--- src/rtl/ahb_to_cmd_master_pkg.sv ---
// AHB-Lite encodings and command legality check shared by ahb_to_cmd_master.
package ahb_to_cmd_master_pkg;

  localparam logic [1:0] AMBA_AHB_HTRANS_IDLE   = 2'b00;
  localparam logic [1:0] AMBA_AHB_HTRANS_NONSEQ = 2'b10;

  localparam logic [2:0] AMBA_AHB_HSIZE_BYTE = 3'b000;
  localparam logic [2:0] AMBA_AHB_HSIZE_HALF = 3'b001;
  localparam logic [2:0] AMBA_AHB_HSIZE_WORD = 3'b010;

  localparam logic [2:0] AMBA_AHB_HBURST_SINGLE = 3'b000;

  // Sizes above a word, or addresses not aligned to the transfer size, never reach the bus.
  function automatic logic cmd_is_legal(input logic [2:0] size, input logic [1:0] addr_lsb);
    logic legal;
    case (size)
      AMBA_AHB_HSIZE_BYTE: legal = 1'b1;
      AMBA_AHB_HSIZE_HALF: legal = ~addr_lsb[0];
      AMBA_AHB_HSIZE_WORD: legal = (addr_lsb == 2'b00);
      default:             legal = 1'b0;
    endcase
    return legal;
  endfunction

endpackage

--- src/rtl/ahb_to_cmd_master.sv ---
// AHB-Lite manager: valid/ready commands become NONSEQ SINGLE transfers, one response each.
// Define AHB_CMD_MASTER_PIPELINE_EN to overlap the next address phase with the current data phase.
module ahb_to_cmd_master
  import ahb_to_cmd_master_pkg::*;
#(
  parameter int AW = 32
) (
  input  logic          HCLK,
  input  logic          HRESETn,
  input  logic          cmd_valid,
  output logic          cmd_ready,
  input  logic [AW-1:0] cmd_addr,
  input  logic          cmd_write,
  input  logic [2:0]    cmd_size,
  input  logic [31:0]   cmd_wdata,
  output logic          rsp_valid,
  output logic [31:0]   rsp_rdata,
  output logic          rsp_err,
  output logic          busy,
  output logic [AW-1:0] HADDR,
  output logic [1:0]    HTRANS,
  output logic [2:0]    HSIZE,
  output logic          HWRITE,
  output logic [2:0]    HBURST,
  output logic [31:0]   HWDATA,
  input  logic [31:0]   HRDATA,
  input  logic          HREADY,
  input  logic          HRESP
);

  logic          a_valid_q, a_valid_d;
  logic [AW-1:0] a_addr_q, a_addr_d;
  logic [2:0]    a_size_q, a_size_d;
  logic          a_write_q, a_write_d;
  logic [31:0]   a_wdata_q, a_wdata_d;
  logic          d_valid_q, d_valid_d;
  logic          d_write_q, d_write_d;
  logic [31:0]   d_wdata_q, d_wdata_d;
  logic          err_hold_q, err_hold_d;
  logic [1:0]    htrans_q, htrans_d;
  logic          rsp_valid_q, rsp_valid_d;
  logic [31:0]   rsp_rdata_q, rsp_rdata_d;
  logic          rsp_err_q, rsp_err_d;

  logic cmd_legal, cmd_ready_c, busy_c, a_adv, d_done, cmd_fire;

  always_comb begin
    cmd_legal = cmd_is_legal(cmd_size, cmd_addr[1:0]);
    a_adv     = a_valid_q & HREADY & ~err_hold_q & ~HRESP;
    d_done    = d_valid_q & HREADY;
    busy_c    = a_valid_q | d_valid_q | rsp_valid_q;
`ifdef AHB_CMD_MASTER_PIPELINE_EN
    // Illegal commands wait for an empty pipe so their response cannot collide with a bus response.
    cmd_ready_c = (~a_valid_q | a_adv) & (cmd_legal | (~a_valid_q & ~d_valid_q));
`else
    cmd_ready_c = ~busy_c;
`endif
    cmd_fire = cmd_valid & cmd_ready_c;
  end

  always_comb begin
    a_valid_d = a_valid_q;
    a_addr_d  = a_addr_q;
    a_size_d  = a_size_q;
    a_write_d = a_write_q;
    a_wdata_d = a_wdata_q;
    d_valid_d = d_valid_q;
    d_write_d = d_write_q;
    d_wdata_d = d_wdata_q;
    err_hold_d  = err_hold_q;
    rsp_valid_d = 1'b0;
    rsp_rdata_d = '0;
    rsp_err_d   = 1'b0;

    if (a_adv) a_valid_d = 1'b0;
    if (cmd_fire & cmd_legal) begin
      a_valid_d = 1'b1;
      a_addr_d  = cmd_addr;
      a_size_d  = cmd_size;
      a_write_d = cmd_write;
      a_wdata_d = cmd_wdata;
    end

    if (d_done) d_valid_d = 1'b0;
    if (a_adv) begin
      d_valid_d = 1'b1;
      d_write_d = a_write_q;
      d_wdata_d = a_wdata_q;
    end

    // First ERROR cycle cancels the pending address phase until the error completes.
    if (d_valid_q & HRESP & ~HREADY) err_hold_d = 1'b1;
    else if (d_done)                 err_hold_d = 1'b0;

    htrans_d = (a_valid_d & ~err_hold_d) ? AMBA_AHB_HTRANS_NONSEQ : AMBA_AHB_HTRANS_IDLE;

    if (d_done) begin
      rsp_valid_d = 1'b1;
      rsp_err_d   = HRESP;
      if (~d_write_q & ~HRESP) rsp_rdata_d = HRDATA;
    end else if (cmd_fire & ~cmd_legal) begin
      rsp_valid_d = 1'b1;
      rsp_err_d   = 1'b1;
    end
  end

  always_ff @(posedge HCLK or negedge HRESETn) begin
    if (!HRESETn) begin
      a_valid_q   <= 1'b0;
      a_addr_q    <= '0;
      a_size_q    <= AMBA_AHB_HSIZE_BYTE;
      a_write_q   <= 1'b0;
      a_wdata_q   <= '0;
      d_valid_q   <= 1'b0;
      d_write_q   <= 1'b0;
      d_wdata_q   <= '0;
      err_hold_q  <= 1'b0;
      htrans_q    <= AMBA_AHB_HTRANS_IDLE;
      rsp_valid_q <= 1'b0;
      rsp_rdata_q <= '0;
      rsp_err_q   <= 1'b0;
    end else begin
      a_valid_q   <= a_valid_d;
      a_addr_q    <= a_addr_d;
      a_size_q    <= a_size_d;
      a_write_q   <= a_write_d;
      a_wdata_q   <= a_wdata_d;
      d_valid_q   <= d_valid_d;
      d_write_q   <= d_write_d;
      d_wdata_q   <= d_wdata_d;
      err_hold_q  <= err_hold_d;
      htrans_q    <= htrans_d;
      rsp_valid_q <= rsp_valid_d;
      rsp_rdata_q <= rsp_rdata_d;
      rsp_err_q   <= rsp_err_d;
    end
  end

  assign cmd_ready = cmd_ready_c;
  assign busy      = busy_c;
  assign rsp_valid = rsp_valid_q;
  assign rsp_rdata = rsp_rdata_q;
  assign rsp_err   = rsp_err_q;
  assign HADDR     = a_addr_q;
  assign HTRANS    = htrans_q;
  assign HSIZE     = a_size_q;
  assign HWRITE    = a_write_q;
  assign HBURST    = AMBA_AHB_HBURST_SINGLE;
  assign HWDATA    = d_wdata_q;

endmodule
--- config.mk ---
export PLATFORM = sky130hd
export DESIGN_NAME = ahb_to_cmd_master
export DESIGN_NICKNAME = d
export VERILOG_FILES = /design/src/rtl/ahb_to_cmd_master_pkg.sv /design/src/rtl/ahb_to_cmd_master.sv
export SDC_FILE = /design/constraint.sdc
export NUM_CORES = 1
export LEC_CHECK = 0
export CORE_MARGIN = 10
export CORE_UTILIZATION = 47
export DETAILED_ROUTE_END_ITERATION = 8
export PLACE_DENSITY = 0.95
export SYNTH_ARGS = -nofsm -noshare
export SYNTH_HDL_FRONTEND = slang
export SYNTH_SLANG_ARGS = --single-unit
export TNS_END_PERCENT = 30
--- constraint.sdc ---
create_clock -name HCLK -period 4.69 [get_ports HCLK]
set_input_delay 0.938 -clock HCLK [delete_from_list [all_inputs] [get_ports HCLK]]
set_output_delay 0.938 -clock HCLK [all_outputs]
set_load 0.05 [all_outputs]
==> results of run 1 <==
-- synthesized netlist by cell type, drive strengths merged --
| cell type | instances |
|---|---|
| o211ai | 1 |
| and2 | 33 |
| conb | 1 |
| a21oi | 4 |
| nor3 | 3 |
| inv | 3 |
| o21a | 1 |
| buf | 15 |
| nand3 | 1 |
| nor4b | 1 |
| o21ai | 2 |
| nand2b | 1 |
| dfrtp | 139 |
| clkbuf | 3 |
| a21o | 1 |
| and4bb | 1 |
| nand2 | 3 |
| mux2 | 100 |
-- power by group --
part	total [W]	switching, W	internal [W]	leakage [nW]
Combinational	0.00265	0.00153	0.00112	1.77
Sequential	0.00192	0.000271	0.00165	1.76
Clock	0.00133	0.000469	0.000860	0.280
-- layout make-up --
class | count | area (um2)
clock buffer | 24 | 472
clock inverter | 7 | 115
fill | 641 | 2860
inverter | 3 | 11.3
multi-input combinational | 156 | 1740
sequential | 139 | 3480
tap | 140 | 175
timing repair buffer | 214 | 2130
-- cells by family (layout without fill, tap and decap cells) --
kind of cell | Yosys count | in the layout
flops | 139 | 139
other cells | 1 | 4
mux | 100 | 100
buf+inv | 21 | 248
simple gates | 43 | 43
compound gates | 9 | 9
-- worst min path at each step --
stage	from	end	slack, ns	cells past startpoint
2_1_floorplan	a_wdata_q[0]	a_wdata_q[0]	0.48	1
3_3_place_gp	HSIZE[2]	HSIZE[2]	0.47	1
5_1_grt	a_wdata_q[6]	a_wdata_q[6]	0.52	1
3_5_place_dp	a_wdata_q[14]	a_wdata_q[14]	0.49	1
6_report	HWDATA[16]	HWDATA[16]	0.50	1
4_1_cts	a_wdata_q[31]	HWDATA[31]	0.50	1
-- per-stage QoR --
| step | instances | setup WS [ns] |
|---|---|---|
| final | 683 | 1.56 |
| after global routing | 683 | 1.51 |
| after CTS | 683 | 1.54 |
| after detailed placement | 652 | 1.61 |
| after global placement | 652 | 1.67 |
| after floorplan | 316 | 1.36 |
-- registers in the layout (all words and copies together) (netlist names) --
register	flops
HWRITE	1
d_valid_q	1
rsp_rdata	32
HTRANS	1
a_wdata_q	32
err_hold_q	1
d_write_q	1
rsp_valid	1
a_valid_q	1
HWDATA	32
HADDR	32
rsp_err	1
HSIZE	3
-- cell usage in the layout (no fill, tap or decap), drive strengths merged, types with 3 or more instances in the layout --
cell type      instances
bufinv                 3
buf                    6
inv                    3
and2                  33
a21oi                  4
clkdlybuf4s50        208
dfrtp                139
conb                   4
clkbuf                24
nand2                  3
mux2                 100
nor3                   3
-- worst max-delay path, delay by kind of cell, from the launching register on --
kind	cells	cell delay (ns)
flops	1	0.46
buf+inv	1	0.90
simple gates	1	0.43
-- per-layer routing --
| metal | part of all wire | vias to the layer above |
|---|---|---|
| met5 | 0 | - |
| met4 | 0.015 | 0 |
| met3 | 0.096 | 17 |
| met2 | 0.50 | 158 |
| met1 | 0.39 | 1641 |
| li1 | - | 1489 |
==> results.json, run 1 <==
{
  "hold_buffers": 0,
  "viasPerCell": 4.84,
  "placed_area_um2": 7540,
  "worst_ep_required_time_ns": 3.75,
  "max_stage_delay_ns": 0.90,
  "maxCapViolations": 0,
  "grt_use_total": 0.177,
  "die_w_um": 127,
  "synthXorXnorAreaFrac": 0,
  "slew_headroom": 0.333,
  "postCtsSetupBuffers": 0,
  "clock.fmax_mhz": 319,
  "synth.area.top_cells": "dfrtp_1 65%, mux2_4 19%, mux2_2 6.9%",
  "worstHoldPathType": "reg2reg",
  "synth_top_area_share": 0.649,
  "synth_cell_types": 21,
  "setup_viol": 0,
  "ioPinCount": 214,
  "r2r_start": "d_valid_q",
  "synthesis.area_um2": 5360,
  "synthMuxAreaShare": 0.257,
  "worstSetupPathType": "reg2out",
  "htreeDepth": 4,
  "routedWlPerCell_um": 20.7,
  "stdcell_area_um2": 8130,
  "worstMarginPinSlew_ns": 1.00,
  "start_util": 0.488,
  "startpoint_type": "register",
  "syn_avg_cell_area_um2": 17.1,
  "met2_usage": 0.302,
  "post-route-util": 0.740,
  "synthToLayoutAreaGrowth_pct": 51.7,
  "met3_usage": 0.0875,
  "fin_skew_ns": 0.00723,
  "cp_max_fo": 7,
  "die_area_um2": 16100,
  "synth-seq-cells": 139,
  "reg2reg_depth": 4,
  "use_met1": 0.187,
  "status": "complete, no violations",
  "first_global_vias": 3842,
  "finalMaxSlewViolations": 0,
  "grt_first_pass_wirelength_um": 22200,
  "grt-busiest-layer": "met2",
  "slowest_stage": "clkdlybuf4s50_1",
  "p_leak_nw": 3.81,
  "synth_cells": 313,
  "dr.pass1.iters": 4,
  "ys_seq_area_frac": 0.649,
  "end_kind": "output pin",
  "clk_pin_slew_ns": 0.05,
  "synth_compound_area_frac": 0.0124,
  "fin_nets": 636,
  "post-route-period-util": 0.668,
  "max-vdd-ir-drop_mv": 0.622,
  "clockBufferDepth": 2,
  "yosysWarnings": 0,
  "n_antenna_cell": 0,
  "hold_viol_final": 0,
  "antenna_found_initial": 0,
  "core_um2": 11000,
  "cts_tree": "built",
  "grt_max_degree": 83,
  "gr-total-overflow": 0,
  "drt_iter0_drc": 138,
  "die_y_um": 127,
  "cts_root_buffer": "clkbuf_16",
  "cts_inserted_buffers": 17,
  "clk-insertion-delay-late_ns": 0.41,
  "p_total_w": 0.00590,
  "hpwl_um": 10500,
  "worstPathArrival_ns": 2.19,
  "rsz0062_at_grt": "false",
  "gp_congestion": 0.834,
  "p_per_area_nw_per_um2": 726,
  "yosys.area_share.simple": 0.0523,
  "setup_tns_ns": 0,
  "ant_nets": 0,
  "endpoint": "cmd_ready",
  "synth_top_family_by_area": "multiplexers",
  "reg2reg_to": "a_wdata_q[16]",
  "routed_wl_um": 14200,
  "crit_chain": "nor3_1 > clkdlybuf4s50_1",
  "cts.sinks": 139,
  "period_minus_slack_ns": 3.13,
  "drc": 0,
  "drive_gt1_frac": 0.250,
  "numPortBuffers": 209,
  "cts_resized": 0,
  "startpoint": "d_valid_q",
  "rows": 38,
  "hold_slack_ns": 0.501,
  "vias": 3305,
  "yosys.area.top_type": "dfrtp_1",
  "rrSetupSlack_ns": 2.73,
  "synth_adder_area_share": 0
}
No activity file was read; power rests on OpenSTA's default activity.
==> run 2: changes to the inputs <==
--- a/config.mk
+++ b/config.mk
@@ -6,9 +6,9 @@
 export NUM_CORES = 1
 export LEC_CHECK = 0
 export CORE_MARGIN = 10
-export CORE_UTILIZATION = 47
+export CORE_UTILIZATION = 39
 export DETAILED_ROUTE_END_ITERATION = 8
-export PLACE_DENSITY = 0.95
+export PLACE_DENSITY = 0.88
 export SYNTH_ARGS = -nofsm -noshare
 export SYNTH_HDL_FRONTEND = slang
 export SYNTH_SLANG_ARGS = --single-unit
==> constraint.sdc (replaced) <==
create_clock -name HCLK -period 2.6 [get_ports HCLK]
set_input_delay 0.52 -clock HCLK [delete_from_list [all_inputs] [get_ports HCLK]]
set_output_delay 0.52 -clock HCLK [all_outputs]
set_load 0.05 [all_outputs]
==> run 2 against run 1 <==
Cell area increased by 2.2%. Die area increased by 17%. Critical path depth increased by 1. Sequential power increased by 81%. Register-to-register slack got worse by 1.8 ns. Worst setup slack got worse by 1.4 ns. Critical path type unchanged. Critical endpoint is now busy.
==> results.json, run 2 (synthesized netlist as in run 1, its figures left out) <==
{
  "grt_max_degree": 55,
  "grt_first_pass_wirelength_um": 21800,
  "finalMaxSlewViolations": 0,
  "crit_chain": "nor3_2 > inv_1 > clkdlybuf4s50_1",
  "period_minus_slack_ns": 2.47,
  "stdcell_count": 724,
  "hpwl_um": 10700,
  "path_buf_inv": 2,
  "p_per_area_nw_per_um2": 1300,
  "hold_buffers": 0,
  "cts_inserted_buffers": 17,
  "clk-insertion-delay-late_ns": 0.41,
  "layout_commonest_cell": "clkdlybuf4s50_1",
  "cts.sinks": 139,
  "drt_iter0_drc": 171,
  "placed_area_um2": 7670,
  "post-route-period-util": 0.952,
  "worstSetupPathType": "reg2out",
  "startpoint_type": "register",
  "ioPinCount": 214,
  "max_stage_delay_ns": 0.71,
  "clockBufferDepth": 2,
  "synthToLayoutAreaGrowth_pct": 55.0,
  "end_kind": "output pin",
  "fin_nets": 642,
  "crit_family": "buffers and inverters",
  "die_y_um": 137,
  "antenna_found_initial": 1,
  "cts_root_buffer": "clkbuf_16",
  "stdcell_area_um2": 8310,
  "n_fill_cell": 982,
  "gr-total-overflow": 0,
  "slew_headroom": 0.621,
  "routedWlPerCell_um": 19.3,
  "clk_pin_slew_ns": 0.05,
  "setup_tns_ns": 0,
  "htreeDepth": 4,
  "n_antenna_cell": 0,
  "maxCapViolations": 0,
  "worstPathArrival_ns": 1.95,
  "worst_ep_required_time_ns": 2.08,
  "gp_congestion": 0.837,
  "slowest_stage": "clkdlybuf4s50_1",
  "rows": 42,
  "numPortBuffers": 209,
  "drc": 0,
  "viasPerCell": 4.58,
  "worstHoldPathType": "in2async",
  "rsz0062_at_grt": "false",
  "die_area_um2": 18800,
  "grt_use_total": 0.151,
  "cp_max_fo": 7,
  "final_cell_mix": "207 x clkdlybuf4s50_1, 139 x dfrtp_1, 67 x mux2_4",
  "start_util": 0.401,
  "vias": 3314,
  "placedCellCount": 694,
  "worstMarginPinSlew_ns": 0.567,
  "fin_skew_ns": 0.00770,
  "core_um2": 13300,
  "status": "complete, no violations",
  "p_leak_nw": 3.89,
  "die_w_um": 137,
  "setup_viol": 0,
  "first_global_vias": 3918,
  "routed_wl_um": 14000,
  "hold_viol_final": 0,
  "ant_nets": 0,
  "drive_gt1_frac": 0.268,
  "clock.fmax_mhz": 404,
  "max-vdd-ir-drop_mv": 0.744,
  "dr.pass1.iters": 4,
  "cts_tree": "built"
}
run 2: area by class of cell:
class,count,area (um2),share of cell area
clock buffer,20,467,0.0562
clock inverter,10,165,0.0199
inverter,3,11.3,0.00136
multi-input combinational,156,1750,0.211
sequential,139,3480,0.419
tap,176,220,0.0265
timing repair buffer,220,2220,0.267
run 2: final timing paths:
| check | slack [ns] | endpoint | from | depth (start not counted) |
|---|---|---|---|---|
| min in group HCLK | 0.49 | HSIZE[2] | HSIZE[2] | 1 |
| setup / recovery | 0.13 | busy | d_valid_q | 3 |
| max in group asynchronous | 1.89 | HADDR[4] | HRESETn | 2 |
| hold reg to reg | 0.49 | HSIZE[2] | HSIZE[2] | 1 |
| hold / removal | 0.04 | HADDR[29] | HRESETn | 1 |
| setup reg to reg | 0.91 | a_wdata_q[17] | d_valid_q | 4 |
run 2: what timing repair did:
item	CTS	global route
setup endpoints to repair	0	1
buffers inserted	0	0
gates resized for setup	0	1
run 2: per-layer routing:
| layer | global-route usage | share of wire | wire (um) |
|---|---|---|---|
| met3 | 0.0918 | 0.12 | 1700 |
| met5 | 0 | 0.00093 | 13 |
| met2 | 0.244 | 0.48 | 6780 |
| met1 | 0.166 | 0.39 | 5430 |
| met4 | 0.0381 | 0.0062 | 87 |
run 2: through the flow:
stage                util  hold slack (ns)  worst slack, ns  power [W]
floorplan               -            0.224            0.295    0.00660
global placement    0.575            0.472            0.387    0.00818
detailed placement  0.575            0.475            0.360    0.00833
CTS                 0.622           0.0503           0.0133     0.0109
global route        0.622           0.0569           0.0302     0.0112
finish              0.622           0.0431            0.126     0.0108
run 2: power breakdown:
| part | switching, W | leakage, nW | total (W) | internal [W] |
|---|---|---|---|---|
| Clock | 0.000873 | 0.301 | 0.00255 | 0.00167 |
| Combinational | 0.00273 | 1.83 | 0.00477 | 0.00204 |
| Sequential | 0.000497 | 1.76 | 0.00348 | 0.00298 |
